==> config.mk <==
export PLATFORM = sky130hd
export DESIGN_NAME = cu_sched
export DESIGN_NICKNAME = d
export VERILOG_FILES = /design/src/rtl/cu_sched.sv
export SDC_FILE = /design/constraint.sdc
export NUM_CORES = 1
export LEC_CHECK = 0
export CAP_MARGIN = 20
export CELL_PAD_IN_SITES_DETAIL_PLACEMENT = 1
export CELL_PAD_IN_SITES_GLOBAL_PLACEMENT = 1
export CORE_ASPECT_RATIO = 0.75
export CORE_MARGIN = 2
export CORE_UTILIZATION = 27
export DETAILED_ROUTE_END_ITERATION = 7
export HOLD_SLACK_MARGIN = 0.03
export PLACE_DENSITY_LB_ADDON = 0.1
export SLEW_MARGIN = 20
export SYNTH_ARGS = -nofsm -noshare
export SYNTH_HDL_FRONTEND = slang
export SYNTH_SLANG_ARGS = --single-unit
==> constraint.sdc <==
create_clock -name clk -period 2.9 [get_ports clk]
set_clock_uncertainty 0.1 [all_clocks]
set_input_delay 0.435 -clock clk [delete_from_list [all_inputs] [get_ports clk]]
set_output_delay 0.435 -clock clk [all_outputs]
set_load 0.02 [all_outputs]
==> src/rtl/cu_sched.sv <==
// Round-robin scheduler sharing one CU (ALU + multiplier) between NREQ requesters.
// One op in flight: IDLE accepts, EXEC holds operands for the op latency, RESP returns the tagged result.

package cu_sched_pkg;

   typedef enum logic [2:0] {
      OP_ADD,
      OP_SUB,
      OP_AND,
      OP_OR,
      OP_XOR,
      OP_MUL
   } operation_t;

   typedef struct packed {
      logic zero;
      logic neg;
      logic carry;
      logic ovf;
   } flags_t;

endpackage

module cu_sched
   import cu_sched_pkg::*;
#(
   parameter int NREQ       = 4,
   parameter int MUL_CYCLES = 2,
   parameter int ISOLATE    = 1,
   localparam int IDW       = (NREQ > 2) ? $clog2(NREQ) : 1
) (
   input  logic                        clk,
   input  logic                        rst_n,
   input  logic [NREQ-1:0]             req_valid,
   input  logic [NREQ-1:0][15:0]       req_op1,
   input  logic [NREQ-1:0][15:0]       req_op2,
   input  operation_t [NREQ-1:0]       req_op,
   output logic [NREQ-1:0]             req_ready,
   output logic                        rsp_valid,
   input  logic                        rsp_ready,
   output logic [IDW-1:0]              rsp_id,
   output logic [15:0]                 rsp_result,
   output flags_t                      rsp_flags,
   output logic                        busy,
   output logic [15:0]                 cu_op1,
   output logic [15:0]                 cu_op2,
   output operation_t                  cu_op,
   input  logic [15:0]                 cu_result,
   input  flags_t                      cu_fls
);

   localparam int CW = (MUL_CYCLES > 1) ? $clog2(MUL_CYCLES) : 1;

   typedef enum logic [1:0] {
      IDLE,
      EXEC,
      RESP
   } state_t;

   state_t           state_q;
   state_t           state_d;
   logic [IDW-1:0]   rr_ptr;
   logic [CW-1:0]    cnt;
   logic [15:0]      op1_q;
   logic [15:0]      op2_q;
   operation_t       op_q;
   logic [IDW-1:0]   id_q;
   logic             grant_found;
   logic [IDW-1:0]   grant_idx;
   logic             accept;

   // Winner search starts at rr_ptr and wraps, so the most recent winner is served last.
   always_comb begin
      int unsigned idx;
      grant_found = 1'b0;
      grant_idx   = '0;
      idx         = 0;
      for (int i = 0; i < NREQ; i++) begin
         idx = int'(rr_ptr) + i;
         if (idx >= NREQ) begin
            idx = idx - NREQ;
         end
         if (!grant_found && req_valid[idx]) begin
            grant_found = 1'b1;
            grant_idx   = IDW'(idx);
         end
      end
   end

   assign accept = (state_q == IDLE) && grant_found;

   always_ff @(posedge clk or negedge rst_n) begin
      if (!rst_n) begin
         state_q <= IDLE;
      end else begin
         state_q <= state_d;
      end
   end

   always_comb begin
      state_d = state_q;
      case (state_q)
         IDLE:    if (accept) state_d = EXEC;
         EXEC:    if (cnt == '0) state_d = RESP;
         RESP:    if (rsp_ready) state_d = IDLE;
         default: state_d = IDLE;
      endcase
   end

   always_ff @(posedge clk or negedge rst_n) begin
      if (!rst_n) begin
         rr_ptr     <= '0;
         cnt        <= '0;
         op1_q      <= '0;
         op2_q      <= '0;
         op_q       <= OP_ADD;
         id_q       <= '0;
         rsp_id     <= '0;
         rsp_result <= '0;
         rsp_flags  <= '0;
      end else begin
         if (accept) begin
            op1_q  <= req_op1[grant_idx];
            op2_q  <= req_op2[grant_idx];
            op_q   <= req_op[grant_idx];
            id_q   <= grant_idx;
            cnt    <= (req_op[grant_idx] == OP_MUL) ? CW'(MUL_CYCLES - 1) : '0;
            rr_ptr <= (grant_idx == IDW'(NREQ - 1)) ? '0 : grant_idx + 1'b1;
         end
         if (state_q == EXEC) begin
            if (cnt != '0) begin
               cnt <= cnt - 1'b1;
            end else begin
               rsp_result <= cu_result;
               rsp_flags  <= cu_fls;
               rsp_id     <= id_q;
            end
         end
      end
   end

   // Operands reach the CU only during EXEC when isolation is enabled; the opcode always holds.
   always_comb begin
      req_ready = '0;
      if (accept) begin
         req_ready[grant_idx] = 1'b1;
      end
      rsp_valid = (state_q == RESP);
      busy      = (state_q != IDLE);
      cu_op     = op_q;
      if ((ISOLATE != 0) && (state_q != EXEC)) begin
         cu_op1 = '0;
         cu_op2 = '0;
      end else begin
         cu_op1 = op1_q;
         cu_op2 = op2_q;
      end
   end

endmodule

==> flow_metrics.tcl, run 1 <==
set metrics [dict create \
    grt_pass1_wl_um 23200 \
    ys_seq_area_share_pct 41.4 \
    cts.sinks 64 \
    drc 0 \
    grt_pass1_vias 4296 \
    peakVddDrop_v 0.000373 \
    drv_cap 0 \
    r2r_setup_slack_ns 0.62 \
    rsz0062_at_grt "no" \
    die_w_um 142 \
    max_slew_margin_pct 43.3 \
    wl_per_cell_um 18.4 \
    dp_hpwl_um 11200 \
    post_cts_buffers 0 \
    htreeDepth 3 \
    multi_input_area_um2 2050 \
    core-area_um2 13800 \
    slew_viol_final 0 \
    fin_nets 804 \
    synth.avg_cell_area_um2 9.27 \
    yosysUniqueCellTypes 33 \
    clk_pin_slew_ns 0.06 \
    cts_tree "yes" \
    grt_max_degree 44 \
    synth-seq-cells 64 \
    r2r_cells 7 \
    drive_gt1_share_pct 10.2 \
    synthCells 417 \
    fin_crit_ns 2.77 \
    clk_path_buf_depth 2 \
    ant_nets 0 \
    port_buffers 229 \
    fillers 1518 \
    powerDensity_nw_per_um2 980 \
    worstReg2RegEnd "cnt" \
    criticalPathCategory "in2out" \
    ys_async_sr_fraction_pct 100 \
    numCtsBuffers 9 \
    fp-row-count 37 \
    min_period_over_period_pct 95.4 \
    cp-start-kind "input pin" \
    initial_core_util_pct 27.9 \
    die_area_um2 15300 \
    tightest_slew_ns 0.850 \
    ios 230 \
    gr-total-overflow 0 \
    holdCritPathClass "in2async" \
    leakage_nw 2.93 \
    antenna_found_initial 0 \
    routed-via-count 4137 \
    netlist_area_um2 3870 \
    via_per_inst 5.09 \
    clock_latency_ns 0.34 \
    dr.pass1.iters 4 \
    dpl_cell_area_um2 6350 \
    worstPathRequired_ns 2.37 \
    crit_path_end "req_ready[1]" \
    gp_congestion 0.827 \
    fmax_ghz 0.362 \
    end_kind "output port" \
    synthFlopType "dfrtp_1" \
    hold_slack_ns 0.0841 \
    cp-startpoint "req_valid[3]" \
    diodes 0 \
    grt_use_total_pct 19.7 \
    wl_um 15000 \
    syn_nets 588 \
    regArea_um2 1600 \
    fin_area_um2 6650 \
    r2r-start "rr_ptr[1]" \
    status "completed" \
    yosys_warnings 0 \
    die_h_um 108 \
    hold_violations 0 \
    synth-edff-count 0 \
    areaGrowthSynthToFinish_pct 71.9 \
    path_max_fanout 5 \
    cts-root-buf "clkbuf_16" \
    drtIter0Drc 121 \
    final-setup-viol-count 0 \
    arrival_ns 2.23 \
]
[synth_stat cells (2+ instances only)]
library cell  instances  share of area [%]
a211oi_1             38                7.4
a21o_1               34                6.6
a311oi_1             32                7.2
and2_1               36                5.8
and3_1               38                6.1
buf_1                 2               0.19
buf_2                13                1.7
buf_4                 2               0.39
buf_6                 3               0.87
clkbuf_1             22                2.1
dfrtp_1              64                 41
ha_1                  4                1.3
inv_1                 3               0.29
mux2_2               22                6.4
nand2_1              75                7.3
nor2_1                3               0.29
nor2b_1               4               0.65
o21ai_0               3               0.39
o21ai_1               2               0.26
o31ai_1               3               0.58
or2_2                 2               0.32
[timing repair]
action / in CTS / in global routing
gates resized for setup: 4 / 0
setup endpoints to repair: 4 / 0
hold buffers: 0 / 0
[routing by layer]
metal / routed length [um] / share of wire [%] / track usage (%)
met1: 6800 / 45 / 25.1
met2: 6820 / 46 / 32.1
met3: 1140 / 7.6 / 5.87
met4: 227 / 1.5 / 6.14
met5: 0 / 0 / 0
[cell type report]
type | instances | area share, %
Multi-Input combinational cell | 307 | 30.8
Inverter | 4 | 0.264
Tap cell | 175 | 3.29
Clock buffer | 9 | 3.39
Timing Repair Buffer | 247 | 36.9
Clock inverter | 7 | 1.20
Sequential cell | 64 | 24.1
[cells by family (layout without fill, tap and decap cells)]
kind of cell / count (synthesis) / count (layout) / synth area share (%)
buffers and inverters: 46 / 267 / 5.73
AND/OR/NAND/NOR: 165 / 165 / 21.8
multiplexers: 22 / 22 / 6.41
adder cells (fa/ha/maj): 4 / 4 / 1.29
AO/OA/AOI/OAI: 116 / 116 / 23.4
flip-flops: 64 / 64 / 41.4
[worst max-delay path, stage by stage]
cell and delay (ns):
clkdlybuf4s50_1 0.56, and3b_1 0.21, o21ai_2 0.12, and2_4 0.20, inv_4 0.05, ha_1 0.18, and2_1 0.15, dlygate4sd2_1 0.32
[cells in the final DEF, fill, tap and decap left out, types with 4 or more instances in the layout]
cell,netlist,final
clkdlybuf4s50_1,0,224
ha_1,4,4
a211oi_1,38,38
dlygate4sd2_1,0,4
and3_1,38,38
mux2_2,22,22
a311oi_1,32,32
dfrtp_1,64,64
nand2_1,75,75
buf_4,2,15
a21o_1,34,34
and2_1,36,36
clkbuf_16,0,9
[power by group]
group | leakage [nW] | total [W] | internal [W] | switching (W)
clock network | 0.143 | 0.00111 | 0.000673 | 0.000440
logic | 2.01 | 0.00381 | 0.00181 | 0.00200
registers | 0.772 | 0.00159 | 0.00136 | 0.000237
[flip-flops by register name, summed over array words and instances (netlist names)]
register / flops
cnt: 1
id_q: 2
op2_q: 16
op1_q: 16
rsp_result: 16
rr_ptr: 2
rsp_flags: 4
state_q: 2
rsp_id: 2
cu_op: 3
[metrics by stage]
stage	setup TNS (ns)	cells	setup slack, ns	total power (W)	util, %
after floorplan	0	417	0.570	0.00385	-
after detailed placement	-0.226	797	-0.0674	0.00549	45.9
after global routing	0	813	0.0305	0.00697	48.0
final	0	813	0.134	0.00652	48.0
after CTS	0	813	0.132	0.00662	48.0
after global placement	-0.0387	797	-0.0214	0.00534	45.9
[worst min-delay path by stage]
stage / endpoint / slack (ns) / depth (start not counted)
floorplan: cnt / 0.04 / 0
global placement: op2_q[3] / 0.35 / 1
detailed placement: op2_q[4] / 0.36 / 1
CTS: rsp_result[13] / 0.12 / 1
global route: rsp_result[13] / 0.16 / 1
finish: rsp_result[13] / 0.08 / 1
No activity file was read; power rests on OpenSTA's default activity.
==> run 2: changes to the inputs <==
Settings changed: CORE_UTILIZATION 27 to 45, DONT_BUFFER_PORTS set to 1.
==> run 2 against run 1 <==
Compared with the run above:
- setup slack improved by 0.15 ns
- worst hold slack gained 0.075 ns
- critical path depth decreased by 2
- fmax increased by 5.8%
- sequential cell count did not move
- largest cell class is now multi-input gates
- first-iteration DRC count rose by 40%
- cell area shrank 36%
==> flow_metrics.tcl, run 2 (same netlist as run 1, synthesis figures left out) <==
set metrics [dict create \
    status "completed" \
    multi_input_area_um2 2050 \
    post_cts_buffers 0 \
    ant_nets 0 \
    cp-start-kind "flip-flop" \
    cts.sinks 64 \
    ios 230 \
    hp-start "cu_result[9]" \
    arrival_ns 2.08 \
    drive_gt1_share_pct 13.9 \
    clk_path_buf_depth 2 \
    regArea_um2 1600 \
    cts-root-buf "clkbuf_16" \
    clock_latency_ns 0.32 \
    gr-total-overflow 0 \
    worstPathRequired_ns 2.37 \
    gp_congestion 0.795 \
    pwr-share-seq_pct 34.4 \
    postCtsResizedCells 0 \
    fin_crit_ns 2.61 \
    fmax_ghz 0.383 \
    tightest_slew_ns 0.617 \
    areaGrowthSynthToFinish_pct 9.38 \
    peakVddDrop_v 0.000643 \
    htreeDepth 3 \
    r2r-start "rr_ptr[1]" \
    dpl_cell_area_um2 3900 \
    clk_pin_slew_ns 0.05 \
    core-area_um2 8420 \
    p_clk_share_pct 19.1 \
    layout_commonest_cell "nand2_1" \
    postCtsHoldBufs 2 \
    numCtsBuffers 9 \
    antenna_found_initial 1 \
    fin_nets 569 \
    criticalPathCategory "reg2out" \
    port_buffers 0 \
    end_kind "output port" \
    final-setup-viol-count 0 \
    drv_cap 0 \
    slew_viol_final 0 \
    holdCritPathClass "in2reg" \
    die_h_um 84.3 \
    die_w_um 111 \
    die_area_um2 9360 \
    leakage_nw 2.00 \
    initial_core_util_pct 45.9 \
    path_max_fanout 34 \
    max_slew_margin_pct 58.5 \
    hold_violations 0 \
    dr.pass1.iters 4 \
    p_sw_w 0.00240 \
    final_cell_mix "nand2_1, dfrtp_1, and3_1, a211oi_1, and2_1" \
    powerDensity_nw_per_um2 1280 \
    fin_area_um2 4230 \
    p_int_w 0.00301 \
    wl_um 11700 \
    grt_use_total_pct 24.6 \
    cp-startpoint "rr_ptr[1]" \
    grt_pass1_vias 3273 \
    fp-row-count 29 \
    drc 0 \
    reg_top3 "op1_q x16, op2_q x16, rsp_result x16" \
    fillers 926 \
    cts_tree "yes" \
    drtIter0Drc 170 \
    dp_hpwl_um 8480 \
    grt_max_degree 78 \
    min_period_over_period_pct 90.1 \
    pwr-share-comb_pct 46.5 \
    grt_pass1_wl_um 18100 \
    tns_ns 0 \
    rsz0062_at_grt "no" \
    wl_per_cell_um 23.0 \
    via_per_inst 6.23 \
    swShare_pct 44.3 \
    routed-via-count 3184 \
]
[run 2: cell count changes in the layout (fill, tap and decap cells not counted), sizes merged]
cell / change
diode: +1
clkinv: +2
dlygate4sd3: +1
buf: -8
dlygate4sd2: -4
clkdlybuf4s50: -224
clkinvlp: -1
inv: -2
[run 2: critical path, cell delays in order, from the launching register on]
cell	delay (ns)
dfrtp_1	0.44
and3b_1	0.20
o21ai_2	0.12
and2_4	0.17
buf_4	0.37
ha_1	0.22
and2_1	0.24
[run 2: path summary, 6_finish.rpt]
path / to / slack [ns] / cells after the start
worst min-delay path: rsp_result[9] / 0.16 / 1
worst max register to register: cnt / 0.59 / 7
worst max-delay path: req_ready[3] / 0.29 / 6
max in group asynchronous: cu_op[0] / 1.87 / 2
min in group asynchronous: rr_ptr[1] / 0.53 / 2
worst min register to register: op1_q[7] / 0.36 / 1
[run 2: final cells by class]
cell class	instances	share of cell area, %
diodes	1	0.0592
clock buffers	9	5.32
clock inverters	6	1.45
inverters	4	0.414
multi-input cells	307	48.4
flip-flops and latches	64	37.9
well taps	108	3.19
repair buffers	12	3.25
[run 2: routing by layer]
metal	routed length (um)	up-vias	global-route usage, %	share of wire, %
met4	160	0	5.84	1.4
met1	4760	1553	29.3	41
li1	-	1474	-	-
met2	5900	144	43.1	50
met5	0	-	0	0
met3	916	13	8.81	7.8
[run 2: power by group through the flow]
stage          clock (W)  combinational [W]  sequential, W
3_5_place_dp           0            0.00253        0.00188
6_report         0.00103            0.00252        0.00186
3_3_place_gp           0            0.00244        0.00185
2_1_floorplan          0            0.00208        0.00177
4_1_cts          0.00105            0.00255        0.00187
5_1_grt          0.00110            0.00278        0.00191
[run 2: per-stage QoR]
| step | power, W | hold WS, ns | cells | util, % | setup WS, ns |
|---|---|---|---|---|---|
| detailed placement | 0.00440 | 0.0405 | 493 | 46.4 | 0.591 |
| floorplan | 0.00385 | 0.0394 | 417 | - | 0.570 |
| global placement | 0.00429 | 0.0411 | 493 | 46.4 | 0.652 |
| CTS | 0.00547 | 0.152 | 510 | 50.2 | 0.265 |
| finish | 0.00540 | 0.159 | 511 | 50.3 | 0.286 |
| global route | 0.00579 | 0.148 | 511 | 50.3 | 0.165 |
==> run 3: changes to the inputs <==
Settings changed: PLACE_DENSITY set to 0.85, PLACE_DENSITY_LB_ADDON 0.1 to not set.
==> run 3 against run 2 <==
Compared with the run above:
- fmax fell by 3.2%
- register-to-register slack improved by 0.02 ns
- global-route usage fell by 0.13 points
- total power rose by 0.89%
- sequential power barely moved
- combinational power rose by 3%
- core utilization rose by 0.19 points
- critical path type unchanged
- critical endpoint is now req_ready[0]
- highest routed layer unchanged
==> flow_metrics.tcl, run 3 (same netlist as run 1, synthesis figures left out) <==
set metrics [dict create \
    status "completed" \
    slew_viol_final 0 \
    r2r-start "rr_ptr[0]" \
    cts.sinks 64 \
    pwr-share-comb_pct 47.5 \
    worstReg2RegEnd "cnt" \
    drtIter0Drc 105 \
    clock_latency_ns 0.32 \
    finalWorstSetupSlack_ns 0.199 \
    tns_ns 0 \
    grt_pass1_wl_um 18000 \
    via_per_inst 6.35 \
    min_path_cells 1 \
    port_buffers 0 \
    p_int_w 0.00297 \
    p_clk_share_pct 18.2 \
    grt_pass1_vias 3416 \
    r2r_setup_slack_ns 0.61 \
    final-setup-viol-count 0 \
    fin_area_um2 4250 \
    dpl_cell_area_um2 3920 \
    wl_um 11500 \
    powerDensity_nw_per_um2 1280 \
    gp_congestion 0.819 \
    critPathTopFamily "compound AO/OA/AOI/OAI gates" \
    gr-total-overflow 0 \
    preCtsSetupSlack_ns 0.395 \
    worstPathRequired_ns 2.37 \
    layout_commonest_cell "nand2_1" \
    initial_core_util_pct 45.9 \
    htreeDepth 3 \
    hp-start "cu_result[15]" \
    fin_nets 571 \
    drv_cap 0 \
    end_kind "output port" \
    cp-start-kind "flip-flop" \
    grt_use_total_pct 24.5 \
    drive_gt1_share_pct 14.6 \
    fin_crit_ns 2.70 \
    cp_num_buf_inv 1 \
    fmax_ghz 0.370 \
    arrival_ns 2.17 \
    finalPower_w 0.00545 \
    wl_per_cell_um 22.3 \
    swShare_pct 45.6 \
    r2r_cells 7 \
    rsz0062_at_grt "no" \
    holdCritPathClass "in2reg" \
    numCtsBuffers 9 \
    grt_max_degree 65 \
    ant_nets 0 \
    final_cell_mix "nand2_1, dfrtp_1, and3_1, a211oi_1, and2_1" \
    p_sw_w 0.00248 \
    hold_violations 0 \
    post_cts_buffers 0 \
    fp-row-count 29 \
    path_max_fanout 24 \
    criticalPathCategory "reg2out" \
    slowest_delay_ns 0.44 \
    drc 0 \
    dp_hpwl_um 8220 \
    min_period_over_period_pct 93.1 \
    ios 230 \
    die_h_um 84.3 \
    cp_cell_sequence "nor2b_1 -> o21ai_1 -> o211a_4 -> inv_1 -> ha_1 -> and2_1" \
    reg_top3 "op1_q x16, op2_q x16, rsp_result x16" \
    core-area_um2 8420 \
    pwr-share-seq_pct 34.2 \
    cts-root-buf "clkbuf_16" \
    dr.pass1.iters 4 \
    max_slew_margin_pct 63.6 \
    leakage_nw 2.00 \
    slowest_stage "dfrtp_1" \
    cts_tree "yes" \
    tightest_slew_ns 0.545 \
    die_area_um2 9360 \
    hold_slack_ns 0.158 \
    clk_pin_slew_ns 0.06 \
    hold_path_end "rsp_result[15]" \
    die_w_um 111 \
    clk_path_buf_depth 2 \
    antenna_found_initial 1 \
    areaGrowthSynthToFinish_pct 9.80 \
    routed-via-count 3262 \
    peakVddDrop_v 0.000602 \
]
run 3: cell types whose count changed in the layout (fill, tap and decap cells not counted):
cell        previous run  this run
buf_4                  8        10
bufinv_16              1         0
clkinv_2               3         1
clkinvlp_4             1         2
inv_6                  0         3
o211a_2                1         0
o211a_4                0         1
run 3: through the flow:
stage / cells / utilization [%]
2_1_floorplan: 417 / -
3_3_place_gp: 495 / 46.6
3_5_place_dp: 495 / 46.6
4_1_cts: 513 / 50.3
5_1_grt: 513 / 50.4
6_report: 514 / 50.4
run 3: per-layer routing:
| metal | part of all wire [%] | global-route usage [%] |
|---|---|---|
| met3 | 6.8 | 7.00 |
| met1 | 41 | 29.1 |
| met4 | 1.1 | 6.51 |
| met2 | 52 | 43.9 |
| met5 | 0 | 0 |
run 3: layout make-up:
class                      instances  area [um^2]
antenna                            1         2.50
clock buffer                       9          225
clock inverter                     7         55.1
fill                             950         4170
inverter                           4         17.5
multi-input combinational        307         2060
sequential                        64         1600
tap                              108          135
timing repair buffer              14          153
run 3: worst max path at each step:
stage | end | cells after the start | startpoint | slack [ns]
floorplan | req_ready[1] | 8 | rr_ptr[1] | 0.57
global placement | req_ready[2] | 6 | rr_ptr[1] | 0.48
detailed placement | req_ready[0] | 6 | rr_ptr[1] | 0.40
CTS | req_ready[0] | 6 | rr_ptr[1] | 0.03
global route | req_ready[0] | 6 | rr_ptr[1] | 0.05
finish | req_ready[0] | 6 | rr_ptr[1] | 0.20
run 3: power by group through the flow:
stage | clock [W] | sequential, W | combinational (W)
detailed placement | 0 | 0.00188 | 0.00259
global placement | 0 | 0.00184 | 0.00246
finish | 0.000994 | 0.00187 | 0.00259
floorplan | 0 | 0.00177 | 0.00208
CTS | 0.00102 | 0.00186 | 0.00262
global route | 0.00107 | 0.00192 | 0.00284
run 3: timing repair:
action,4_1_cts,5_1_grt
hold buffers,2,0
endpoints found under the setup margin,0,2
hold endpoints to repair,64,0
resized for setup,0,1
